<file path="src/rtl/piradip_bitsched_pkg.sv">
// piradip_bitsched_pkg: shared state encoding and counter widths for the bit frame scheduler.
package piradip_bitsched_pkg;
    typedef enum logic [1:0] {ST_IDLE, ST_SHIFT, ST_GAP} state_e;
    localparam int FRAME_CNT_W = 16;
endpackage

</file>
<file path="src/rtl/piradip_bit_stream.sv">
// piradip_bit_stream: single-bit valid/ready stream with frame delimiter.
interface piradip_bit_stream;
    logic tvalid;
    logic tdata;
    logic tlast;
    logic tready;
    modport MANAGER (output tvalid, output tdata, output tlast, input tready);
    modport SUBORDINATE (input tvalid, input tdata, input tlast, output tready);
endinterface

</file>
<file path="src/rtl/piradip_rr_arbiter.sv">
// piradip_rr_arbiter: combinational round-robin pick starting just after last_grant_i.
module piradip_rr_arbiter #(
    parameter int N_REQ = 4
) (
    input  logic [N_REQ-1:0]         req_i,
    input  logic [$clog2(N_REQ)-1:0] last_grant_i,
    output logic [N_REQ-1:0]         grant_o,
    output logic [$clog2(N_REQ)-1:0] idx_o
);
    localparam int IW = $clog2(N_REQ);
    logic [IW-1:0] c;
    // Walk from lowest to highest priority so the last hit is the winner.
    always_comb begin
        grant_o = '0;
        idx_o   = '0;
        c       = '0;
        for (int k = N_REQ; k >= 1; k--) begin
            c = IW'((int'(last_grant_i) + k) % N_REQ);
            if (req_i[c]) begin
                grant_o    = '0;
                grant_o[c] = 1'b1;
                idx_o      = c;
            end
        end
    end
endmodule

</file>
<file path="src/rtl/piradip_bit_frame_scheduler.sv">
// piradip_bit_frame_scheduler: round-robin word requesters serialised MSB-first
// into framed bit stream with configurable length and inter-frame gap.
module piradip_bit_frame_scheduler
    import piradip_bitsched_pkg::*;
#(
    parameter int N_REQ = 4,
    parameter int WIDTH = 32,
    parameter int GAP_W = 8
) (
    input  logic                       clk,
    input  logic                       rst,
    input  logic [$clog2(WIDTH+1)-1:0] cfg_nbits,
    input  logic [GAP_W-1:0]           cfg_gap,
    input  logic [N_REQ-1:0]           req_tvalid,
    input  logic [N_REQ*WIDTH-1:0]     req_tdata,
    output logic [N_REQ-1:0]           req_tready,
    piradip_bit_stream.MANAGER         bits_out,
    output logic [$clog2(N_REQ)-1:0]   grant_id,
    output logic                       busy,
    output logic [FRAME_CNT_W-1:0]     frame_count
);
    localparam int NB_W = $clog2(WIDTH + 1);
    localparam int IW   = $clog2(N_REQ);

    state_e                 state_q, state_d;
    logic [WIDTH-1:0]       shift_q, shift_d;
    logic [NB_W-1:0]        cnt_q, cnt_d;
    logic [GAP_W-1:0]       gap_q, gap_d;
    logic [IW-1:0]          last_q, last_d;
    logic [IW-1:0]          grant_q, grant_d;
    logic [FRAME_CNT_W-1:0] fc_q, fc_d;

    logic [N_REQ-1:0] arb_grant;
    logic [IW-1:0]    arb_idx;
    logic [NB_W-1:0]  n_sel;
    logic [WIDTH-1:0] word_sel;
    logic             shifting;
    logic             fire;

    piradip_rr_arbiter #(.N_REQ(N_REQ)) u_arb (
        .req_i        (req_tvalid),
        .last_grant_i (last_q),
        .grant_o      (arb_grant),
        .idx_o        (arb_idx)
    );

    assign n_sel    = (cfg_nbits == '0 || cfg_nbits > NB_W'(WIDTH)) ? NB_W'(WIDTH) : cfg_nbits;
    assign word_sel = req_tdata[arb_idx*WIDTH +: WIDTH];
    assign shifting = state_q == ST_SHIFT;
    assign fire     = shifting && bits_out.tready;

    // Word is pre-aligned so bit n-1 sits in the MSB; shifting left then streams it out.
    always_comb begin
        state_d = state_q;
        shift_d = shift_q;
        cnt_d   = cnt_q;
        gap_d   = gap_q;
        last_d  = last_q;
        grant_d = grant_q;
        fc_d    = fc_q;
        case (state_q)
            ST_IDLE: if (|req_tvalid) begin
                state_d = ST_SHIFT;
                shift_d = word_sel << (WIDTH - int'(n_sel));
                cnt_d   = n_sel;
                gap_d   = cfg_gap;
                last_d  = arb_idx;
                grant_d = arb_idx;
            end
            ST_SHIFT: if (fire) begin
                shift_d = shift_q << 1;
                cnt_d   = cnt_q - 1'b1;
                if (cnt_q == NB_W'(1)) begin
                    fc_d    = fc_q + 1'b1;
                    state_d = (gap_q != '0) ? ST_GAP : ST_IDLE;
                end
            end
            ST_GAP: begin
                gap_d   = gap_q - 1'b1;
                state_d = (gap_q > GAP_W'(1)) ? ST_GAP : ST_IDLE;
            end
            default: state_d = ST_IDLE;
        endcase
    end

    always_ff @(posedge clk) begin
        if (rst) begin
            state_q <= ST_IDLE;
            shift_q <= '0;
            cnt_q   <= '0;
            gap_q   <= '0;
            last_q  <= IW'(N_REQ - 1);
            grant_q <= '0;
            fc_q    <= '0;
        end else begin
            state_q <= state_d;
            shift_q <= shift_d;
            cnt_q   <= cnt_d;
            gap_q   <= gap_d;
            last_q  <= last_d;
            grant_q <= grant_d;
            fc_q    <= fc_d;
        end
    end

    assign req_tready      = (state_q == ST_IDLE) ? arb_grant : '0;
    assign bits_out.tvalid = shifting;
    assign bits_out.tdata  = shifting & shift_q[WIDTH-1];
    assign bits_out.tlast  = shifting && cnt_q == NB_W'(1);
    assign grant_id        = grant_q;
    assign busy            = state_q != ST_IDLE;
    assign frame_count     = fc_q;
endmodule

</file>
<file path="src/flat_wrapper.sv">
// flat-port wrapper written by rule: the top's interface ports become plain ports
module piradip_bit_frame_scheduler_flat import piradip_bitsched_pkg::*;
#(
    parameter int N_REQ = 4,
    parameter int WIDTH = 32,
    parameter int GAP_W = 8
)
  (clk, rst, cfg_nbits, cfg_gap, req_tvalid, req_tdata, req_tready, grant_id, busy, frame_count, bits_out_tvalid, bits_out_tdata, bits_out_tlast, bits_out_tready);
  piradip_bit_stream bits_out_i ();
  input  logic clk;
  input  logic rst;
  input  logic [$clog2(WIDTH+1)-1:0] cfg_nbits;
  input  logic [GAP_W-1:0] cfg_gap;
  input  logic [N_REQ-1:0] req_tvalid;
  input  logic [N_REQ*WIDTH-1:0] req_tdata;
  output logic [N_REQ-1:0] req_tready;
  output logic [$clog2(N_REQ)-1:0] grant_id;
  output logic busy;
  output logic [FRAME_CNT_W-1:0] frame_count;
  output wire logic [$bits(bits_out_i.tvalid)-1:0] bits_out_tvalid;
  output wire logic [$bits(bits_out_i.tdata)-1:0] bits_out_tdata;
  output wire logic [$bits(bits_out_i.tlast)-1:0] bits_out_tlast;
  input wire logic [$bits(bits_out_i.tready)-1:0] bits_out_tready;
  assign bits_out_tvalid = bits_out_i.tvalid;
  assign bits_out_tdata = bits_out_i.tdata;
  assign bits_out_tlast = bits_out_i.tlast;
  assign bits_out_i.tready = bits_out_tready;
  piradip_bit_frame_scheduler #(.N_REQ(N_REQ), .WIDTH(WIDTH), .GAP_W(GAP_W)) u_core (.clk(clk), .rst(rst), .cfg_nbits(cfg_nbits), .cfg_gap(cfg_gap), .req_tvalid(req_tvalid), .req_tdata(req_tdata), .req_tready(req_tready), .bits_out(bits_out_i), .grant_id(grant_id), .busy(busy), .frame_count(frame_count));
endmodule
</file>
<file path="config.mk">
export PLATFORM = sky130hd
export DESIGN_NAME = piradip_bit_frame_scheduler_flat
export DESIGN_NICKNAME = d
export VERILOG_FILES = /design/src/rtl/piradip_bitsched_pkg.sv /design/src/rtl/piradip_bit_stream.sv /design/src/rtl/piradip_rr_arbiter.sv /design/src/rtl/piradip_bit_frame_scheduler.sv /design/src/flat_wrapper.sv
export SDC_FILE = /design/constraint.sdc
export NUM_CORES = 1
export LEC_CHECK = 0
export ABC_AREA = 1
export CAP_MARGIN = 10
export CORE_MARGIN = 3
export CORE_UTILIZATION = 45
export CTS_BUF_LIST = sky130_fd_sc_hd__clkbuf_8 sky130_fd_sc_hd__clkbuf_16
export CTS_CLUSTER_DIAMETER = 80
export DETAILED_ROUTE_END_ITERATION = 10
export PLACE_DENSITY = 0.84
export SKIP_CTS_REPAIR_TIMING = 1
export SYNTH_ARGS = -nofsm -noshare
export SYNTH_HDL_FRONTEND = slang
export SYNTH_HIERARCHICAL = 1
export SYNTH_SLANG_ARGS = --single-unit
</file>
<file path="constraint.sdc">
create_clock -name clk -period 3.6 [get_ports clk]
set_clock_uncertainty 0.15 [all_clocks]
set_input_delay 0.54 -clock clk [delete_from_list [all_inputs] [get_ports clk]]
set_output_delay 0.54 -clock clk [all_outputs]
set_load 0.05 [all_outputs]
</file>
-- Word-level counts from Yosys, hierarchy flattened
Index checks and enable logic that the tools add are counted.
- add/subtract/negate cells: 8
- magnitude comparators: 10
- equal/unequal tests: 6
- shift-type cells: 2
- multiplexer cells: 40
- bitwise gates (word level): 1
- reductions and logical operators: 19
- operators with widths (cell ; number):
    $shiftx 128x8->32 ; 1
    $mux 32 ; 2
    $pmux 32 s2 ; 1
    $shl 32x32->32 ; 1
    $mux 4 ; 5
    $mux 2 ; 9
    $mux 6 ; 3
    $add 16x1->16 const B ; 1
    $pmux 8 s2 ; 1
    $lt 2x3->1 const B ; 4
    $pmux 6 s2 ; 1
    $reduce_and 3->1 ; 3
    $bmux 1 s2 ; 4
    $demux 1 s2 ; 4
    $ge 2x1->1 const B ; 4
    $gt 8x1->1 const B ; 1
    $mux 1 ; 8
    $mux 8 ; 1
    $reduce_bool 8->1 ; 1
    $sub 8x1->8 const B ; 1
    $sub 6x6->7 const A ; 1
    $eq 6x1->1 const B ; 1
    $gt 6x6->1 const B ; 1
    $logic_and 1x1->1 ; 6
    other kinds (15) ; 21
- register bits after elaboration: 68
- input port bits: 149
- output and inout port bits: 26
- logic and storage cells: 93

-- Longest topological paths before layout
Gate-level depths: netlist (run 1).
- depth after elaboration: 11
- mapped depth: 27
- mapped depth without buffers: 25

-- Hierarchy
Netlist (run 1), hierarchy kept.
- modules (own cells, without submodules) (module ; times used ; cells an instance ; area an instance (µm²) ; seq. area each (µm²)):
    piradip_bit_frame_scheduler ; 1 ; 1119 ; 6197.2 ; 1361.3
    piradip_rr_arbiter ; 1 ; 87 ; 456.7 ; 0.0

-- Least setup slack after synthesis (run 1)
No wires, ideal clock.
- kind: flip-flop to flip-flop
- from: register u_core.last_q[0]
- to: register u_core.shift_q[30]
- library setup time: 109 ps
- arrival: 2799 ps
- data required time: 3341 ps
- path slack: 543 ps
- stages on the path, launching flop included: 26
- buffers on the path: 2
- period minus slack after synthesis: 3057 ps
- cell sequence: dfxtp_1 > inv_2 > ha_1 > inv_1 > nand3_1 > nand2_2 > nand2_2 > clkinv_2 > o21ai_0 > nand2_1 > buf_4 > inv_2 > buf_6 > or2_2 > nand2_1 > nand2_1 > nand2_1 > nand2_1 > nand3_1 > nand3_1 > nand2_1 > nand2_1 > nand3_1 > nand3_1 > nand2_1 > inv_1
- word-level cells in the longest chain between the ends: 11
- elaborated cells on any way between the ends: 20
- classes of those cells: 4 x add/sub; 2 x shift; 14 x mux
- ends and longest elaborated chain (item ; line ; text):
    start, declared ; piradip_bit_frame_scheduler.sv:29 ; logic [IW-1:0] last_q, last_d;
    start signal, assigned ; piradip_bit_frame_scheduler.sv:92 ; last_q <= IW'(N_REQ - 1);
    start signal, assigned ; piradip_bit_frame_scheduler.sv:100 ; last_q <= last_d;
    $add 2x1->2 ; piradip_rr_arbiter.sv:18 ; c = IW'((int'(last_grant_i) + k) % N_REQ);
    $bmux 1 s2 ; piradip_rr_arbiter.sv:19 ; if (req_i[c]) begin
    $mux 1 (not written as such) ; piradip_rr_arbiter.sv:19 ;
    $mux 2 (3 in series) ; piradip_rr_arbiter.sv:19 ;
    $mux 2 * ; piradip_rr_arbiter.sv:19 ;
    named net u_core.arb_idx[0] ; piradip_bit_frame_scheduler.sv:34 ; logic [IW-1:0] arb_idx;
    $shiftx 128x8->32 * ; piradip_bit_frame_scheduler.sv:48 ; assign word_sel = req_tdata[arb_idx*WIDTH +: WIDTH];
    $shl 32x32->32 * ; piradip_bit_frame_scheduler.sv:64 ; shift_d = word_sel << (WIDTH - int'(n_sel));
    $mux 32 * ; piradip_bit_frame_scheduler.sv:62 ; ST_IDLE: if (|req_tvalid) begin
    $pmux 32 s2 * ; piradip_bit_frame_scheduler.sv:61 ; case (state_q)
    end signal, assigned ; piradip_bit_frame_scheduler.sv:97 ; shift_q <= shift_d;
    end, declared ; piradip_bit_frame_scheduler.sv:26 ; logic [WIDTH-1:0] shift_q, shift_d;
The timed path passes the listed nets; every way through them passes the cells marked *. The select of a mux whose other input is x is not followed.
A chain may end at the register's enable or synchronous reset.

-- Final worst setup path (run 1)
Same ends and word-level chain as after synthesis.

==> results of run 1 <==
## registers in the layout, summed over array words and instances (netlist names)
name / cells
u_core/grant_id: 2
u_core/last_q: 2
u_core/state_q: 2
u_core/gap_q: 8
u_core/frame_count: 16
u_core/shift_q: 32
u_core/cnt_q: 6
## synth_stat cells (4+ instances only)
| cell | n | area [sq um] |
|---|---|---|
| a211oi_1 | 5 | 37.54 |
| a21oi_1 | 117 | 585.6 |
| a31oi_1 | 4 | 25.02 |
| buf_1 | 6 | 22.52 |
| buf_2 | 25 | 125.1 |
| buf_4 | 4 | 30.03 |
| buf_6 | 7 | 78.83 |
| clkbuf_1 | 29 | 108.9 |
| dfxtp_1 | 68 | 1361 |
| ha_1 | 12 | 150.1 |
| inv_1 | 80 | 300.3 |
| inv_2 | 5 | 18.77 |
| nand2_1 | 365 | 1370 |
| nand2_2 | 12 | 75.07 |
| nand3_1 | 187 | 935.9 |
| nand3_2 | 5 | 50.05 |
| nand4_1 | 8 | 50.05 |
| nor2_1 | 129 | 484.2 |
| nor2_2 | 5 | 31.28 |
| nor2_4 | 4 | 45.04 |
| nor3_1 | 5 | 25.02 |
| nor4_1 | 5 | 31.28 |
| o211ai_1 | 6 | 45.04 |
| o21a_1 | 6 | 45.04 |
| o21ai_0 | 65 | 325.3 |
| o21ai_1 | 10 | 50.05 |
| or2_2 | 8 | 50.05 |
## kinds of logic after synthesis
group | Yosys count
AOI/OAI and AO/OA | 219
xor gates and xnor gates | 2
adders and majority gates | 12
buffers and inverters | 160
DFF | 68
and+or+nand+nor | 745
## worst max-delay path by stage
stage | from | end | slack, ns | depth (start not counted)
2_1_floorplan | u_core/last_q[0] | u_core/shift_q[30] | 0.54 | 25
3_3_place_gp | req_tvalid[3] | u_core/shift_q[30] | 0.04 | 25
3_5_place_dp | req_tvalid[3] | u_core/shift_q[30] | -0.03 | 25
4_1_cts | u_core/last_q[0] | u_core/shift_q[30] | 0.22 | 26
5_1_grt | u_core/last_q[0] | u_core/shift_q[19] | -0.05 | 25
6_report | u_core/last_q[0] | u_core/shift_q[30] | 0.22 | 26
## stage by stage
stage | setup WS [ns] | total power [mW] | setup TNS [ns] | area, sq um | instances
4_1_cts | 0.2186 | 7.788 | 0 | 8783 | 1531
6_report | 0.2229 | 7.996 | 0 | 8851 | 1535
5_1_grt | -0.05175 | 8.875 | -0.1642 | 8851 | 1535
3_5_place_dp | -0.02981 | 6.917 | -0.02981 | 8498 | 1515
2_1_floorplan | 0.5425 | 5.582 | 0 | 6654 | 1206
3_3_place_gp | 0.04018 | 6.818 | 0 | 8498 | 1515
## power by group through the flow
stage	Clock [mW]	Sequential, mW	Combinational (mW)
CTS	0.857	1.00	5.93
global route	0.894	1.02	6.96
global placement	0	1.01	5.81
detailed placement	0	1.01	5.90
floorplan	0	1.04	4.54
finish	0.841	1.00	6.15
## worst max-delay path, cell delays in order, from the launching register on
cell	delay (ns)
dfxtp_1	0.31
inv_2	0.19
ha_4	0.26
inv_1	0.11
nand3_1	0.13
nand2_2	0.13
nand2_2	0.08
clkinv_2	0.08
o21ai_1	0.07
nand2_2	0.13
inv_2	0.06
buf_12	0.17
or2_2	0.28
nand2_1	0.06
nand2_1	0.05
nand2_1	0.10
nand2_1	0.09
nand2_1	0.07
nand2_1	0.07
o21ai_0	0.09
nand2_1	0.10
nand2_1	0.10
nand2_1	0.07
nand3_1	0.12
nand3_1	0.08
nand2_1	0.06
inv_1	0.04
## area by class of cell
type                    count  share of cell area, %
clock buffers               9                  2.545
clock inverters             7                 0.6785
inverters                  89                  3.789
multi-input cells         978                  52.13
flip-flops and latches     68                  15.38
well taps                 180                  2.545
repair buffers            204                  22.93
## metal layers
layer / routed length (um) / GRT usage, %
met5: 0 / 0
met1: 9075 / 32.40
met4: 380 / 6.055
met2: 10220 / 43.76
met3: 1364 / 3.595
## cells in the final DEF (no fill, tap or decap), types with 5 or more instances in the layout
| master | synthesis | final |
|---|---|---|
| nand2_1 | 365 | 363 |
| nand3_1 | 187 | 186 |
| clkdlybuf4s50_1 | 0 | 167 |
| nor2_1 | 129 | 129 |
| a21oi_1 | 117 | 117 |
| inv_1 | 80 | 82 |
| dfxtp_1 | 68 | 68 |
| o21ai_0 | 65 | 64 |
| buf_4 | 4 | 31 |
| nand2_2 | 12 | 14 |
| o21ai_1 | 10 | 11 |
| ha_1 | 12 | 11 |
| clkbuf_16 | 0 | 10 |
| nand4_1 | 8 | 8 |
| or2_2 | 8 | 8 |
| nand3_2 | 5 | 6 |
| o211ai_1 | 6 | 6 |
| o21a_1 | 6 | 6 |
| buf_12 | 0 | 5 |
| nor2_2 | 5 | 5 |
| nor4_1 | 5 | 5 |
| nor3_1 | 5 | 5 |
| a211oi_1 | 5 | 5 |
| inv_2 | 5 | 5 |
==> summary.md, run 1 <==
| Metric | Value |
|---|---|
| Status | `finished clean` |
| Synth Instances | `roughly 1.2k` |
| Gpl congestion | `1.023` |
| Cts bufs inserted | `9` |
| Clock Pin Slew Worst Setup and Hold Paths | `0.05 ns` |
| Multi-input logic area | `between 4000 and 5000 sq um` |
| Storage element area | `1361 sq um` |
| Tmin final | `3.377 ns` |
| Critical Path Fanout Max | `46` |
| CP startpoint kind | `flip-flop` |
| Psw | `between 4 and 5 mW` |
| Mux share of post-synthesis cell area | `0%` |
| Synth Area in Adders | `2.256%` |
| Via density | `5.463` |
| IO Count | `175` |
| IO Port Bufs | `174` |
| Reg2reg start | `u_core/last_q[0]` |
| Largest net degree at the start of global routing | `70` |
| Clock power frac | `between 10% and 20%` |
| Synth Area in Simple Gates | `49.04%` |
| Vias in the first global route | `~7.6k` |
| FILL cells | `about 1.3k` |
| CTS Root Buffer Type | `clkbuf_16` |
| DR DRC count | `0` |
| Synth Net Count | `1367` |
| Sequential share of power | `12.5%` |
| Final worst path period share | `between 90% and 100%` |
| H-Tree Depth | `3` |
| HPWL after detailed placement | `15510 um` |
| Initial Util | `47.02%` |
| Final Hold Fails | `0` |
| Cell Rows | `between 40 and 50` |
| Routed via count | `8385` |
| Data required, critical path | `3.68 ns` |
| Mapped Avg Cell Area | `5.517 sq um` |
| Die Area | `16280 sq um` |
| Final core utilization | `62.55%` |
| Hold slack final | `0.3184 ns` |
| Power density cells | `903.4 nW/um^2` |
| Synth Area in XOR/XNOR | `0.2633%` |
| Worst-Skew Late Latency | `0.33 ns` |
| Combinational share of power | `about three quarters` |
| Reg2reg setup slack | `0.22 ns` |
| Setup crit end kind | `flip-flop` |
| Sw Ratio | `~54%` |
| Aggregate global-route resource usage | `24.99%` |
| Hold_sp | `u_core/grant_id[1]` |
| Core area | `14150 sq um` |
| GRT Residual Overflow | `0` |
| Synth cell types | `42` |
| YS warnings | `6` |
| Global-route wire length before repair | `34730 um` |
| Max_cap viols | `0` |
| EDFF count, synth | `0` |
| Hold Crit Depth | `2` |
| Die height | `approximately 130 um` |
| Static Leak | `between 3 and 4 nW` |
| Compound-cell area share of the yosys netlist | `17.45%` |
| Synth Register Bits | `68` |
| Proportion of layout cells with a drive suffix above 1 | `under 10%` |
| Pre-antenna DRT Iters | `5` |
| WL/cell | `13.71 um` |
| Largest family of logic cells by synthesized area | `simple AND/OR/NAND/NOR gates` |
| Type of the most critical hold path | `reg -> reg` |
| F_max | `a little under 300 MHz` |
| Starting DRT DRC Count | `just over 800` |
| Ys flop type | `dfxtp_1` |
| TritonCTS clock tree | `built` |
| Area growth syn-to-layout | `33.02%` |
| Fin nets | `1511` |
| WHS Endpoint | `u_core/grant_id[1]` |
| Chip Width | `127.6 um` |
| Setup violators final | `0` |
| Synthesized area | `6654 sq um` |
| Maximum VDD drop | `551.9 uV` |
| Post-synthesis async set-or-reset flop share | `0%` |
| Initial antenna violation count | `0` |
| Critical Setup Path Class | `reg -> reg` |
| Post-synthesis sequential area ratio | `20.46%` |
| Final ANT Viol Nets | `0` |
| Diodes inserted | `0` |
| Pint | `3.670 mW` |
| R2R Path End | `u_core/shift_q[30]` |
| Critical Path AT | `between 3 and 4 ns` |
| Slew headroom | `between 30% and 40%` |
| Clock Sinks | `68` |
| Worst-margin pin slew | `roughly 0.94 ns` |
| Slew Limit Fails | `0` |
| R2r worst-path depth | `26` |
| Bufs on Longest Clock Path | `2` |
| Final WL | `21040 um` |
Note: power is estimated with default switching activity, not from simulation.
==> run 2: changes to the inputs <==
- CAP_MARGIN: 10 -> 20
==> results of run 2 <==
The final DEF is identical to that of run 1; final timing and power are the same.
==> run 3: changes to the inputs <==
- CORE_UTILIZATION: 45 -> 50
- GPL_TIMING_DRIVEN: not set -> 0
- PLACE_DENSITY: 0.84 -> 0.91
==> run 3 against run 2 <==
Compared with the run above: sequential share of layout area down 0.27 points; cell area up 2.3%; clock power up 4.5%; largest power group unchanged.
==> summary.md, run 3 (synthesis gave the netlist of run 1 again) <==
| Metric | Value |
|---|---|
| WHS Endpoint | `u_core/grant_id[0]` |
| Clock power frac | `about a tenth` |
| Die Area | `14730 sq um` |
| Final Hold Fails | `0` |
| Setup crit end kind | `primary output` |
| R2r worst-path depth | `25` |
| Starting DRT DRC Count | `about 1.1k` |
| Hold_sp | `u_core/grant_id[0]` |
| Static Leak | `4.110 nW` |
| Fin nets | `1559` |
| Max reg flops | `32` |
| R2R Path End | `u_core/shift_q[26]` |
| Initial Util | `51.88%` |
| Worst setup startpoint | `req_tvalid[3]` |
| Commonest non-fill, non-tap cell in the layout | `nand2_1` |
| Core area | `12820 sq um` |
| Gpl congestion | `between 0.9 and 1` |
| Status | `finished clean` |
| Maximum VDD drop | `692.9 uV` |
| Hold Crit Depth | `2` |
| TritonCTS clock tree | `built` |
| Critical Setup Path Class | `in -> out` |
| GRT Residual Overflow | `0` |
| DR DRC count | `0` |
| Sw Ratio | `54.89%` |
| Pre-antenna DRT Iters | `6` |
| Final core utilization | `70.61%` |
| Via density | `5.659` |
| Pint | `around 3.7 mW` |
| IO Count | `175` |
| Largest net degree at the start of global routing | `12` |
| CP startpoint kind | `input pin` |
| Total power draw | `8.293 mW` |
| Aggregate global-route resource usage | `30.80%` |
| Power density cells | `915.8 nW/um^2` |
| Cts bufs inserted | `9` |
| Clock Pin Slew Worst Setup and Hold Paths | `0.05 ns` |
| FILL cells | `between 1k and 1.5k` |
| Bufs on Longest Clock Path | `2` |
| Slew Limit Fails | `0` |
| Critical Path AT | `2.76 ns` |
| Critical Path Fanout Max | `10` |
| Global-route wire length before repair | `37410 um` |
| Setup violators final | `0` |
| Worst-Skew Late Latency | `0.33 ns` |
| HPWL after detailed placement | `17910 um` |
| Finished Cell Area | `9056 sq um` |
| Clock Sinks | `68` |
| CTS Root Buffer Type | `clkbuf_16` |
| Type of the most critical hold path | `reg -> reg` |
| Reg2reg start | `u_core/last_q[1]` |
| Data required, critical path | `2.91 ns` |
| Combinational share of power | `77.0%` |
| Tmin final | `between 3 and 4 ns` |
| F_max | `290.3 MHz` |
| Vias in the first global route | `8158` |
| Commonest cells after routing, fill and taps aside | `362 x nand2_1, 186 x nand3_1, 170 x clkdlybuf4s50_1` |
| IO Port Bufs | `173` |
| RSZ-0062 raised after global routing | `yes` |
| Initial antenna violation count | `0` |
| Final ANT Viol Nets | `0` |
| DP Area | `roughly 8600 sq um` |
| Worst-margin pin slew | `0.6730 ns` |
| Final worst path period share | `95.70%` |
| Top reg by flops | `u_core/shift_q` |
| Slew headroom | `54.72%` |
| Routed via count | `8907` |
| Sum Neg Setup Slack | `0 ns` |
| Psw | `4.552 mW` |
| Diodes inserted | `0` |
| Proportion of layout cells with a drive suffix above 1 | `8.631%` |
| Chip Width | `121.4 um` |
| Max_cap viols | `0` |
| Area growth syn-to-layout | `36.10%` |
| Final WL | `23470 um` |
| Reg2reg setup slack | `0.26 ns` |
| Cell Rows | `41` |
| WL/cell | `roughly 15 um` |
| Sequential share of power | `12.4%` |
| H-Tree Depth | `3` |
| Die height | `about 120 um` |
run 3: power groups by stage:
stage / combinational, mW / sequential, mW / clock [mW]
5_1_grt: 7.12 / 1.04 / 0.922
3_5_place_dp: 6.05 / 1.04 / 0
2_1_floorplan: 4.54 / 1.04 / 0
6_report: 6.39 / 1.03 / 0.879
4_1_cts: 6.08 / 1.03 / 0.887
3_3_place_gp: 5.97 / 1.03 / 0
run 3: cell type report:
type	instances	area (sq um)	share of cell area, %
clock inverters	3	37.54	0.4145
flip-flops and latches	68	1369	15.11
clock buffers	12	266.5	2.943
inverters	89	341.6	3.772
multi-input cells	978	4629	51.12
plain buffers	71	397.9	4.393
well taps	172	215.2	2.376
repair buffers	181	1799	19.87
run 3: how the worst max path moves through the flow:
stage | end | slack (ns) | cells after the start
after floorplan | u_core/shift_q[30] | 0.54 | 25
after global placement | u_core/shift_q[25] | -0.32 | 17
after detailed placement | u_core/shift_q[27] | -0.32 | 17
after CTS | req_tready[3] | -0.32 | 13
after global routing | u_core/shift_q[26] | -0.02 | 25
final | req_tready[0] | 0.15 | 13
run 3: through the flow:
stage | hold slack [ns] | instances | setup WS, ns
after CTS | 0.3126 | 1566 | -0.3163
after global placement | 0.3045 | 1551 | -0.3240
after global routing | 0.3439 | 1574 | -0.02432
after detailed placement | 0.3045 | 1551 | -0.3217
final | 0.3179 | 1574 | 0.1547
after floorplan | 0.2954 | 1206 | 0.5425
run 3: layer usage:
| layer | vias to the layer above | part of all wire [%] | GRT usage (%) |
|---|---|---|---|
| met1 | 4004 | 41 | 39.37 |
| li1 | 4368 | - | - |
| met5 | - | 0 | 0 |
| met2 | 457 | 47 | 53.02 |
| met4 | 0 | 2.7 | 8.683 |
| met3 | 78 | 8.9 | 5.501 |
run 3: critical path: stages:
cell and delay [ns]:
clkdlybuf4s50_1 0.44, inv_1 0.09, nand2_1 0.09, nand3_2 0.12, nand2_4 0.10, nor2_4 0.14, nand2_1 0.07, nand3_1 0.09
nand2_1 0.06, inv_1 0.05, inv_1 0.04, nor2_1 0.10, clkdlybuf4s50_1 0.82
